## config.mk

```make
export PLATFORM = sky130hd
export DESIGN_NAME = counter_seq_ctrl_flat
export DESIGN_NICKNAME = d
export VERILOG_FILES = /design/src/rtl/counter_seq_ctrl_pkg.sv /design/src/rtl/counter_seq_ctrl_if.sv /design/src/rtl/counter_seq_ctrl_step_counter.sv /design/src/rtl/counter_seq_ctrl.sv /design/src/flat_wrapper.sv
export SDC_FILE = /design/constraint.sdc
export NUM_CORES = 1
export LEC_CHECK = 0
export CAP_MARGIN = 15
export CORE_MARGIN = 1.5
export CORE_UTILIZATION = 54
export DETAILED_ROUTE_END_ITERATION = 6
export GPL_TIMING_DRIVEN = 0
export PLACE_DENSITY_LB_ADDON = 0.3
export SLEW_MARGIN = 30
export SYNTH_ARGS = -nofsm -noshare
export SYNTH_HDL_FRONTEND = slang
export SYNTH_SLANG_ARGS = --single-unit
```

## constraint.sdc

```tcl
create_clock -name clk -period 7 [get_ports clk]
set_clock_uncertainty 0.2 [all_clocks]
set_input_delay 1.4 -clock clk [delete_from_list [all_inputs] [get_ports clk]]
set_output_delay 1.4 -clock clk [all_outputs]
set_load 0.02 [all_outputs]
```

## src/rtl/counter_seq_ctrl_pkg.sv

```systemverilog
// Shared types for the step-counter sequencer.
// Optional build macro: COUNTER_SEQ_CTRL_WRAP_EN (shortest modular path).
package counter_seq_ctrl_pkg;

  localparam int STATE_W = 2;

  typedef enum logic [STATE_W-1:0] {
    IDLE,
    RUN,
    HOLD,
    DONE
  } state_t;

  localparam logic DIR_UP = 1'b1;
  localparam logic DIR_DN = 1'b0;

endpackage

```

## src/rtl/counter_seq_ctrl_if.sv

```systemverilog
// Request/status bundle between a command source and the sequencer.
// Optional build macro: COUNTER_SEQ_CTRL_WRAP_EN (no effect on this file).
interface counter_seq_ctrl_if #(
  parameter int WIDTH = 4
);
  logic             req_valid;
  logic             req_ready;
  logic [WIDTH-1:0] req_target;
  logic             abort;
  logic             up;
  logic [WIDTH-1:0] dout;
  logic             busy;
  logic             done;

  modport master (
    output req_valid, req_target, abort,
    input  req_ready, up, dout, busy, done
  );

  modport slave (
    input  req_valid, req_target, abort,
    output req_ready, up, dout, busy, done
  );
endinterface

```

## src/rtl/counter_seq_ctrl_step_counter.sv

```systemverilog
// WIDTH-bit up/down counter; steps by one only when en is high.
// Optional build macro: COUNTER_SEQ_CTRL_WRAP_EN (no effect on this file).
module step_counter #(
  parameter int WIDTH = 4
) (
  input  logic             clk,
  input  logic             rst,
  input  logic             en,
  input  logic             up,
  output logic [WIDTH-1:0] dout
);

  always_ff @(posedge clk or negedge rst) begin
    if (!rst) begin
      dout <= '0;
    end else if (en) begin
      dout <= up ? dout + WIDTH'(1) : dout - WIDTH'(1);
    end
  end

endmodule

```

## src/rtl/counter_seq_ctrl.sv

```systemverilog
// Sequences a step counter to a requested target, holds, then pulses done.
// Optional build macro: COUNTER_SEQ_CTRL_WRAP_EN (shortest modular path).
module counter_seq_ctrl
  import counter_seq_ctrl_pkg::*;
#(
  parameter int WIDTH    = 4,
  parameter int DIV      = 1,
  parameter int HOLD_CYC = 2
) (
  input logic               clk,
  input logic               rst,
  counter_seq_ctrl_if.slave bus
);

  localparam int PW = (DIV > 1) ? $clog2(DIV) : 1;
  localparam int HW = (HOLD_CYC > 1) ? $clog2(HOLD_CYC) : 1;
  localparam logic [PW-1:0] PRE_LAST  = PW'(DIV - 1);
  localparam logic [HW-1:0] HOLD_LAST = HW'(HOLD_CYC - 1);

  state_t           state, state_nx;
  logic [PW-1:0]    pre, pre_nx;
  logic [HW-1:0]    hold, hold_nx;
  logic [WIDTH-1:0] target;
  logic             up_q, up_nx;
  logic             en;
  logic             hs;
  logic             dir_req;
  logic [WIDTH-1:0] cnt;
  logic [WIDTH-1:0] cnt_step;

  assign hs = bus.req_valid && (state == IDLE);

`ifdef COUNTER_SEQ_CTRL_WRAP_EN
  logic [WIDTH-1:0] du;
  logic [WIDTH-1:0] dd;
  assign du = bus.req_target - cnt;
  assign dd = cnt - bus.req_target;
  // ties go up
  assign dir_req = (du <= dd) ? DIR_UP : DIR_DN;
`else
  assign dir_req = (bus.req_target > cnt) ? DIR_UP : DIR_DN;
`endif

  assign cnt_step = up_q ? cnt + WIDTH'(1) : cnt - WIDTH'(1);

  always_ff @(posedge clk or negedge rst) begin
    if (!rst) begin
      state  <= IDLE;
      pre    <= '0;
      hold   <= '0;
      up_q   <= DIR_DN;
      target <= '0;
    end else begin
      state <= state_nx;
      pre   <= pre_nx;
      hold  <= hold_nx;
      up_q  <= up_nx;
      if (hs) begin
        target <= bus.req_target;
      end
    end
  end

  always_comb begin
    state_nx = state;
    pre_nx   = pre;
    hold_nx  = hold;
    up_nx    = up_q;
    en       = 1'b0;
    unique case (state)
      IDLE: begin
        if (hs) begin
          up_nx    = dir_req;
          pre_nx   = '0;
          hold_nx  = '0;
          state_nx = (bus.req_target == cnt) ? HOLD : RUN;
        end
      end
      RUN: begin
        // abort beats a final step
        if (bus.abort) begin
          state_nx = IDLE;
        end else if (pre == PRE_LAST) begin
          en     = 1'b1;
          pre_nx = '0;
          if (cnt_step == target) begin
            state_nx = HOLD;
            hold_nx  = '0;
          end
        end else begin
          pre_nx = pre + PW'(1);
        end
      end
      HOLD: begin
        if (bus.abort) begin
          state_nx = IDLE;
        end else if (hold == HOLD_LAST) begin
          state_nx = DONE;
        end else begin
          hold_nx = hold + HW'(1);
        end
      end
      DONE: begin
        state_nx = IDLE;
      end
      default: begin
        state_nx = IDLE;
      end
    endcase
  end

  step_counter #(
    .WIDTH(WIDTH)
  ) u_cnt (
    .clk (clk),
    .rst (rst),
    .en  (en),
    .up  (up_q),
    .dout(cnt)
  );

  assign bus.req_ready = (state == IDLE);
  assign bus.busy      = (state == RUN) || (state == HOLD);
  assign bus.done      = (state == DONE);
  assign bus.up        = up_q;
  assign bus.dout      = cnt;

endmodule

```

## src/flat_wrapper.sv

```systemverilog
// flat-port wrapper written by rule: the top's interface ports become plain ports
module counter_seq_ctrl_flat import counter_seq_ctrl_pkg::*;
#(
  parameter int WIDTH    = 4,
  parameter int DIV      = 1,
  parameter int HOLD_CYC = 2
)
  (clk, rst, bus_req_valid, bus_req_target, bus_abort, bus_req_ready, bus_up, bus_dout, bus_busy, bus_done);
  counter_seq_ctrl_if #(.WIDTH(WIDTH)) bus_i ();
  input logic clk;
  input logic rst;
  input wire logic [$bits(bus_i.req_valid)-1:0] bus_req_valid;
  input wire logic [$bits(bus_i.req_target)-1:0] bus_req_target;
  input wire logic [$bits(bus_i.abort)-1:0] bus_abort;
  output wire logic [$bits(bus_i.req_ready)-1:0] bus_req_ready;
  output wire logic [$bits(bus_i.up)-1:0] bus_up;
  output wire logic [$bits(bus_i.dout)-1:0] bus_dout;
  output wire logic [$bits(bus_i.busy)-1:0] bus_busy;
  output wire logic [$bits(bus_i.done)-1:0] bus_done;
  assign bus_i.req_valid = bus_req_valid;
  assign bus_i.req_target = bus_req_target;
  assign bus_i.abort = bus_abort;
  assign bus_req_ready = bus_i.req_ready;
  assign bus_up = bus_i.up;
  assign bus_dout = bus_i.dout;
  assign bus_busy = bus_i.busy;
  assign bus_done = bus_i.done;
  counter_seq_ctrl #(.WIDTH(WIDTH), .DIV(DIV), .HOLD_CYC(HOLD_CYC)) u_core (.clk(clk), .rst(rst), .bus(bus_i));
endmodule
```

# Yosys cells after proc, flatten, opt, wreduce, memory -nomap -nowiden
# Index checks and enable logic that the tools add are counted.
# op_classes
add_sub_neg	4
magnitude_cmp	1
n_eq_ne	13
muxes	23
reduce_logical	9
# op_table
operator	n
2-bit 2-to-1 mux	7
1-bit 2-to-1 mux	12
4-bit equality test	2
2-bit case mux with 4 select lines	1
2-bit != test (second input constant)	3
3-bit by 2-bit != test with 1-bit output (second input constant)	2
6-bit AND reduction	1
4-bit by 1-bit adder with 4-bit output (second input constant)	1
2-bit equality test (second input constant)	2
4-bit greater-than comparator	1
4-bit 2-to-1 mux	1
2-bit by 1-bit != test with 1-bit output (second input constant)	2
4-bit AND reduction	1
4-bit by 1-bit subtractor with 4-bit output (second input constant)	1
3-bit != test (second input constant)	1
1-bit case mux with 3 select lines	1
3-bit AND reduction	1
3-bit nonzero test	1
1-bit adder (second input constant)	2
2-bit by 1-bit equality test with 1-bit output (second input constant)	1
2-bit logical NOT	1
1-bit case mux with 2 select lines	1
2-bit AND reduction	1
2-bit nonzero test	1
2 further kinds	2
# totals
regBits	13
in_bits	8
out_inout_bits	8
word_cells	56

# Logic depth before layout (Yosys ltp)
# Gate-level depths: netlist of run 1.
# depth
ltp_word	7
ltp_mapped	7
ltp_nobuf	7

# Cells and area by module
# A second synthesis of run 1 with hierarchy kept.
# hier_totals
hier_cells	102
hier_area_um2	1007.2
# modules_own_cells
module	n_inst	cells_per_inst	area_per_inst_um2
counter_seq_ctrl	1	74	718.2
step_counter	1	28	289.0

# Worst setup path before layout of run 1
# Ideal clock, no wire load.
# synth_timing
path_type	register to register
from	reg u_core.u_cnt.dout[0]
to	reg u_core.state[0]
setup_time_ps	128
arrival_ps	2341
required_ps	6672
setup_slack_ps	4331
path_stages_with_launch	8
n_path_buf	0
period_less_slack_ps	2669
cell_sequence	dfrtp_1 > inv_1 > fa_1 > xnor3_1 > nor3_2 > o21ai_1 > a211oi_2 > mux2_1
# synth_via
elab_chain_len	5
# synth_rtl
element	line	source
start: declaration	counter_seq_ctrl_step_counter.sv:10	output logic [WIDTH-1:0] dout
start signal: assignment	counter_seq_ctrl_step_counter.sv:17	dout <= up ? dout + WIDTH'(1) : dout - WIDTH'(1);
4-bit by 1-bit subtractor with 4-bit output or 4-bit by 1-bit adder with 4-bit output (tied branches)	counter_seq_ctrl.sv:44	assign cnt_step = up_q ? cnt + WIDTH'(1) : cnt - WIDTH'(1);
4-bit 2-to-1 mux (*)	counter_seq_ctrl.sv:44	
net u_core.cnt_step[0]	counter_seq_ctrl.sv:29	logic [WIDTH-1:0] cnt_step;
4-bit equality test (*)	counter_seq_ctrl.sv:86	if (cnt_step == target) begin
3-bit by 2-bit != test with 1-bit output (no line) (*)	n/a	
4-bit AND reduction (no line) (*)	n/a	
end signal: assignment	counter_seq_ctrl.sv:54	state <= state_nx;
end: declaration	counter_seq_ctrl.sv:20	state_t state, state_nx;
# Mark *: on every way through the listed nets, which the timed path passes. The rest lies on a longest branch. The select of a mux whose other input is x is not followed.
# A chain may end at the register's enable or synchronous reset.

# Worst setup path in the final report of run 1
# layout_timing
from	reg u_core.state[1]
to	out bus_req_ready
# layout_via
elab_chain_len	1
# layout_rtl
element	line	source
2-bit logical NOT	counter_seq_ctrl.sv:122	assign bus.req_ready = (state == IDLE);
end: declaration	flat_wrapper.sv:15	output wire logic [$bits(bus_i.req_ready)-1:0] bus_req_ready;
# No other way between the ends.

==> results of run 1 <==
flip-flops by register name, indices dropped and copies added, names as in the netlist:
signal and cells:
u_core.target 4, u_core.u_cnt.dout 4, u_core.state 2, u_core.bus.up 1, u_core.hold 1
power groups by stage:
| stage | Sequential, mW | Combinational [mW] | Clock [mW] |
|---|---|---|---|
| after CTS | 0.139 | 0.356 | 0.0564 |
| final | 0.139 | 0.355 | 0.0549 |
| after detailed placement | 0.140 | 0.354 | 0 |
| after floorplan | 0.147 | 0.254 | 0 |
| after global placement | 0.138 | 0.345 | 0 |
| after global routing | 0.143 | 0.395 | 0.0588 |
final timing paths:
path,from,end,slack (ps)
worst max-delay path,u_core.state[1]$_DFFE_PN0P_,bus_req_ready,3710
worst min-delay path,u_core.target[0]$_DFFE_PN0P_,u_core.target[0]$_DFFE_PN0P_,310
worst max register to register,u_core.u_cnt.dout[0]$_DFFE_PN0P_,u_core.state[0]$_DFFE_PN0P_,4270
worst min register to register,u_core.target[0]$_DFFE_PN0P_,u_core.target[0]$_DFFE_PN0P_,310
max in group asynchronous,rst,u_core.state[0]$_DFFE_PN0P_,4970
min in group asynchronous,rst,u_core.u_cnt.dout[2]$_DFFE_PN0P_,1270
cells by family after synthesis:
| group | share of synthesized area (%) |
|---|---|
| AND/OR/NAND/NOR | 13.0 |
| AO/OA/AOI/OAI | 9.93 |
| flip-flops | 35.0 |
| buffers and inverters | 4.82 |
| adder cells (fa/ha/maj) | 16.9 |
| XOR/XNOR | 11.5 |
| multiplexers | 8.76 |
stage by stage:
stage / utilization (%) / instances / total power [mW]
final: 71.4 / 119 / 0.548
after global routing: 71.4 / 119 / 0.597
after CTS: 71.4 / 119 / 0.552
after detailed placement: 69.0 / 115 / 0.494
after global placement: 69.0 / 115 / 0.483
after floorplan: - / 84 / 0.401
layout make-up:
class	count	area [sq um]	area share, %
tap	16	20.0	1.88
multi-input combinational	61	515	48.5
inverter	10	37.5	3.53
sequential	12	300	28.2
buffer	1	3.75	0.353
timing repair buffer	15	150	14.1
clock buffer	4	36.3	3.41
worst reg2reg max path, stage by stage, from the launching register on:
cell and delay [ps]:
dfrtp_1 490, inv_1 100, fa_1 480, xnor3_1 360
nor3_2 220, o21ai_1 100, a211oi_2 290, mux2_1 350
per-layer routing:
metal	part of all wire, %	global-route usage, %	up-vias
li1	-	-	325
met1	47	26.4	295
met2	48	32.7	17
met3	4.1	6.38	2
met4	0.84	6.25	0
met5	0	0	-
cell usage in the layout (no fill, tap or decap), drive strengths merged, types with 3 or more instances in the layout:
master         synthesis  routed
a21oi                  5       5
clkbuf                 1       5
clkdlybuf4s50          0      15
dfrtp                 12      12
ha                    10      10
inv                   10      10
mux2                   4       4
mux2i                  3       3
nand2                  5       5
nand2b                 3       3
nor2                   4       4
nor3                   3       3
o21ai                  5       5
xnor2                  5       5
==> metrics.txt, run 1 <==
run status=complete, no violations; CP cell instances=inv_1 > ha_1 > clkdlybuf4s50_1; Hold Path Stages=2; sequential group share of total power=25.3%; Critical Path Fanout Max=6; area leader, netlist=dfrtp_1; 1st-iter DRT viols=13; Core Region=roughly 1500 sq um; final net count=123; Max Slew Vio Count=0; Period minus WS final=3290 ps; CTS tree=built; Initial Util=between 50% and 60%; Worst Path Required=5400 ps; WP buf/inv=2; Vias/cell=about 5.4; synthesized net count=103; final hold slack=306 ps; Clock Latency Late Sink=between 200 and 300 ps; RSZ-0062 raised after global routing=no; CP Capture Type=output pin; largest cells by area after synthesis=dfrtp_1, ha_1, xnor2_1; cells on worst reg2reg path=7; setup tns final=0 ps; CP max stage delay=around 630 ps; n_diodes=0; total setup buffers inserted after CTS=0; # rows=14; num ports=16; Fin. Hold Viols=0; Netlist cell types=29; CP max stage cell=clkdlybuf4s50_1; worst slack, placed=approximately 3700 ps; H-tree Lvls=1; DR pass1 iterations=4; mean post-synth cell area=10.2 sq um; combinational share of power=roughly 65%; vias in the first global route=629; final worst slack=3710 ps; hold-fix buffers at CTS=0; CP Launch Type=flip-flop; min-delay worst type=flip-flop to flip-flop; Post-DRT Antenna Nets=0; Post-route DRC=0; die height=42.8 um; stages on the worst setup path=3; Crit path arrival time=1690 ps; Post-DP HPWL=1.22 mm; clock sink count=12; GR Overflow Total=0; Longest Clk Path Bufs=2; Commonest cells post-synth=dfrtp_1, ha_1, inv_1; Top FF cell, synth=dfrtp_1; Non-Filler Cell Area, Final=1060 sq um; pwr dens=516 nW/um^2; initial antenna violation count=0; P&R area growth vs syn=24.1%; CTS clk-pin slew, worst paths=70 ps; register area share after synthesis=35.0%; Port Buf Inserts=15; Leak=approximately 0.51 nW; DR WL/cell=between 10 and 15 um; final setup violation count=0; final wirelength=1.55 mm; Top Family by Delay on Critical Path=buffers and inverters; Max-slew headroom=63.8%; worst vdd ir=~0.29 mV; Synth Register Bits=12; area fraction of the dominant cell type after synthesis=35.0%; Cells after Synth=84; Root Driver=clkbuf_4; CP Class=flip-flop to output pin; Num CTS Buffers=3; Net Sw Power=0.227 mW; die area=1840 sq um; DP Area=1030 sq um; asr flop ratio synth=between 90% and 100%; total global-route track usage=20.5%; ratio of final minimum period to clock period=47.0%; Int Pwr=about 0.32 mW; largest net degree at the start of global routing=13; RePlAce Congestion=0.740; layout cells sized above 1=roughly 8.7%; Post-Syn Area=~860 sq um; vias=639; max_cap viols=0; post_cts resized=0; number of synthesized flops with an enable pin=0; Warnings, synthesis=0; most numerous cell in the Yosys netlist=dfrtp_1; worst slew pin tran=542 ps; number of fill cells in the layout=109; DIE WIDTH=42.8 um; Sw Share=41.4%; first-pass GRT wire length=2.70 mm; Fmax=0.304 GHz; Clock power frac=between 10% and 20%
No activity file was read; power rests on OpenSTA's default activity.
==> run 2, diff against run 1 <==
--- a/config.mk
+++ b/config.mk
@@ -7,7 +7,7 @@
 export LEC_CHECK = 0
 export CAP_MARGIN = 15
 export CORE_MARGIN = 1.5
-export CORE_UTILIZATION = 54
+export CORE_UTILIZATION = 50
 export DETAILED_ROUTE_END_ITERATION = 6
 export GPL_TIMING_DRIVEN = 0
 export PLACE_DENSITY_LB_ADDON = 0.3
==> constraint.sdc (replaced) <==
create_clock -name clk -period 3.3 [get_ports clk]
set_clock_uncertainty 0.2 [all_clocks]
set_input_delay 0.66 -clock clk [delete_from_list [all_inputs] [get_ports clk]]
set_output_delay 0.66 -clock clk [all_outputs]
set_load 0.02 [all_outputs]
==> run 2 against run 1 <==
Via count is 2.7% lower. Flip-flop and latch count is the same. Clock power grew 130%. Highest routed layer unchanged.
==> metrics.txt, run 2 (same netlist as run 1, synthesis figures left out) <==
CTS clk-pin slew, worst paths=90 ps (+20 ps); Fin. Hold Viols=0 (unchanged); RSZ-0062 raised after global routing=no; clock sink count=12 (unchanged); Post-DP HPWL=1.22 mm (+0.18%); fin cells=119 (unchanged); # placed instances=115 (unchanged); worst vdd ir=0.570 mV (+99%); CP Capture Type=flip-flop; Non-Filler Cell Area, Final=1060 sq um (unchanged); worst slew pin tran=551 ps (+9.70 ps); final wirelength=1.48 mm (-4.5%); initial antenna violation count=0 (unchanged); DR pass1 iterations=5 (+1); pwr dens=1090 nW/um^2 (+110%); Initial Util=55.0% (-2.6 points); Top Registers=u_core.target x4, u_core.u_cnt.dout x4, u_core.state x2; die height=44.4 um (+3.6%); ratio of final minimum period to clock period=roughly 84%; first-pass GRT wire length=2.68 mm (-0.74%); die area=1970 sq um (+7.4%); Root Driver=clkbuf_4; final net count=123 (unchanged); CP Launch Type=flip-flop; H-tree Lvls=1 (unchanged); total setup buffers inserted after CTS=0 (unchanged); DR WL/cell=12.5 um (-4.5%); CP max stage delay=490 ps (-140 ps); post_cts resized=0 (unchanged); Post-DRT Antenna Nets=0 (unchanged); final setup violation count=0 (unchanged); min-delay worst type=flip-flop to flip-flop; Vias/cell=5.23 (-2.7%); Fmax=about 0.36 GHz; # rows=14 (unchanged); Period minus WS final=2770 ps; Longest Clk Path Bufs=2 (unchanged); commonest non-fill, non-tap cell in the layout=clkdlybuf4s50_1; Num CTS Buffers=3 (unchanged); Crit path arrival time=2730 ps (+1040 ps); CP Class=flip-flop to flip-flop; n_diodes=0 (unchanged); DP Area=1030 sq um (unchanged); run status=complete, no violations; Leak=0.511 nW (unchanged); Max-slew headroom=63.1% (-0.65 points); Critical Path Fanout Max=6 (unchanged); CP max stage cell=dfrtp_1; largest net degree at the start of global routing=13 (unchanged); most frequent cells in the layout=clkdlybuf4s50_1, dfrtp_1, inv_1, ha_1; CTS tree=built; Post-route DRC=0 (unchanged); layout cells sized above 1=8.74% (unchanged); CP cell instances=inv_1 > fa_1 > xnor3_1 > nor3_2 > o21ai_1 > a211oi_2 > mux2_1; vias=622 (-2.7%); max_cap viols=0 (unchanged); hold-fix buffers at CTS=0 (unchanged); total global-route track usage=18.8% (-1.7 points); GR Overflow Total=0 (unchanged); RePlAce Congestion=0.785 (+6.1%); Port Buf Inserts=15 (unchanged); Max Slew Vio Count=0 (unchanged); P&R area growth vs syn=24.1% (unchanged); Clock Latency Late Sink=280 ps (about the same); DIE WIDTH=44.4 um (+3.6%); setup tns final=0 ps (unchanged); Core Region=1560 sq um (+4.7%); Worst Path Required=3270 ps (-2130 ps); 1st-iter DRT viols=12 (-1); num ports=16 (unchanged); vias in the first global route=629 (unchanged); Final Power=1.16 mW (+110%)
-- run 2: through the flow --
stage | hold slack, ps | setup WS [ps] | utilization, %
3_3_place_gp | 292 | 594 | 65.9
2_1_floorplan | 164 | 631 | -
6_report | 334 | 534 | 68.2
4_1_cts | 338 | 523 | 68.2
5_1_grt | 342 | 397 | 68.2
3_5_place_dp | 318 | 563 | 65.9
-- run 2: critical path: cells and delay by family (launching register included) --
family	cells	cell delay, ps
xor+xnor	1	360
buf+inv	1	110
mux	1	350
flops	1	490
fa+ha+maj	1	480
compound gates	2	420
simple gates	1	240
-- run 2: worst paths after layout --
path,start,to,slack (ps),cells after the start
hold reg to reg,u_core.target[0]$_DFFE_PN0P_,u_core.target[0]$_DFFE_PN0P_,330,2
setup / recovery,u_core.u_cnt.dout[0]$_DFFE_PN0P_,u_core.state[0]$_DFFE_PN0P_,530,7
hold / removal,u_core.target[0]$_DFFE_PN0P_,u_core.target[0]$_DFFE_PN0P_,330,2
max in group asynchronous,rst,u_core.state[1]$_DFFE_PN0P_,2010,1
setup reg to reg,u_core.u_cnt.dout[0]$_DFFE_PN0P_,u_core.state[0]$_DFFE_PN0P_,530,7
min in group asynchronous,rst,u_core.u_cnt.dout[2]$_DFFE_PN0P_,530,1
-- run 2: final cells by class --
cell class | instances | area (sq um)
multi-input cells | 61 | 515
plain buffers | 1 | 3.75
inverters | 10 | 37.5
repair buffers | 15 | 150
flip-flops and latches | 12 | 300
well taps | 16 | 20.0
clock buffers | 4 | 36.3
fillers | 109 | 495
-- run 2: power by group --
group	switching (mW)	internal (mW)
clock network	0.0568	0.0671
logic	0.355	0.396
registers	0.0719	0.218
-- run 2: per-layer routing --
layer / up-vias / part of all wire [%] / global-route usage [%]
met4: 0 / 1.4 / 7.27
met3: 3 / 2.4 / 3.67
met2: 11 / 45 / 29.4
met1: 285 / 51 / 25.7
li1: 323 / - / -
met5: - / 0 / 0
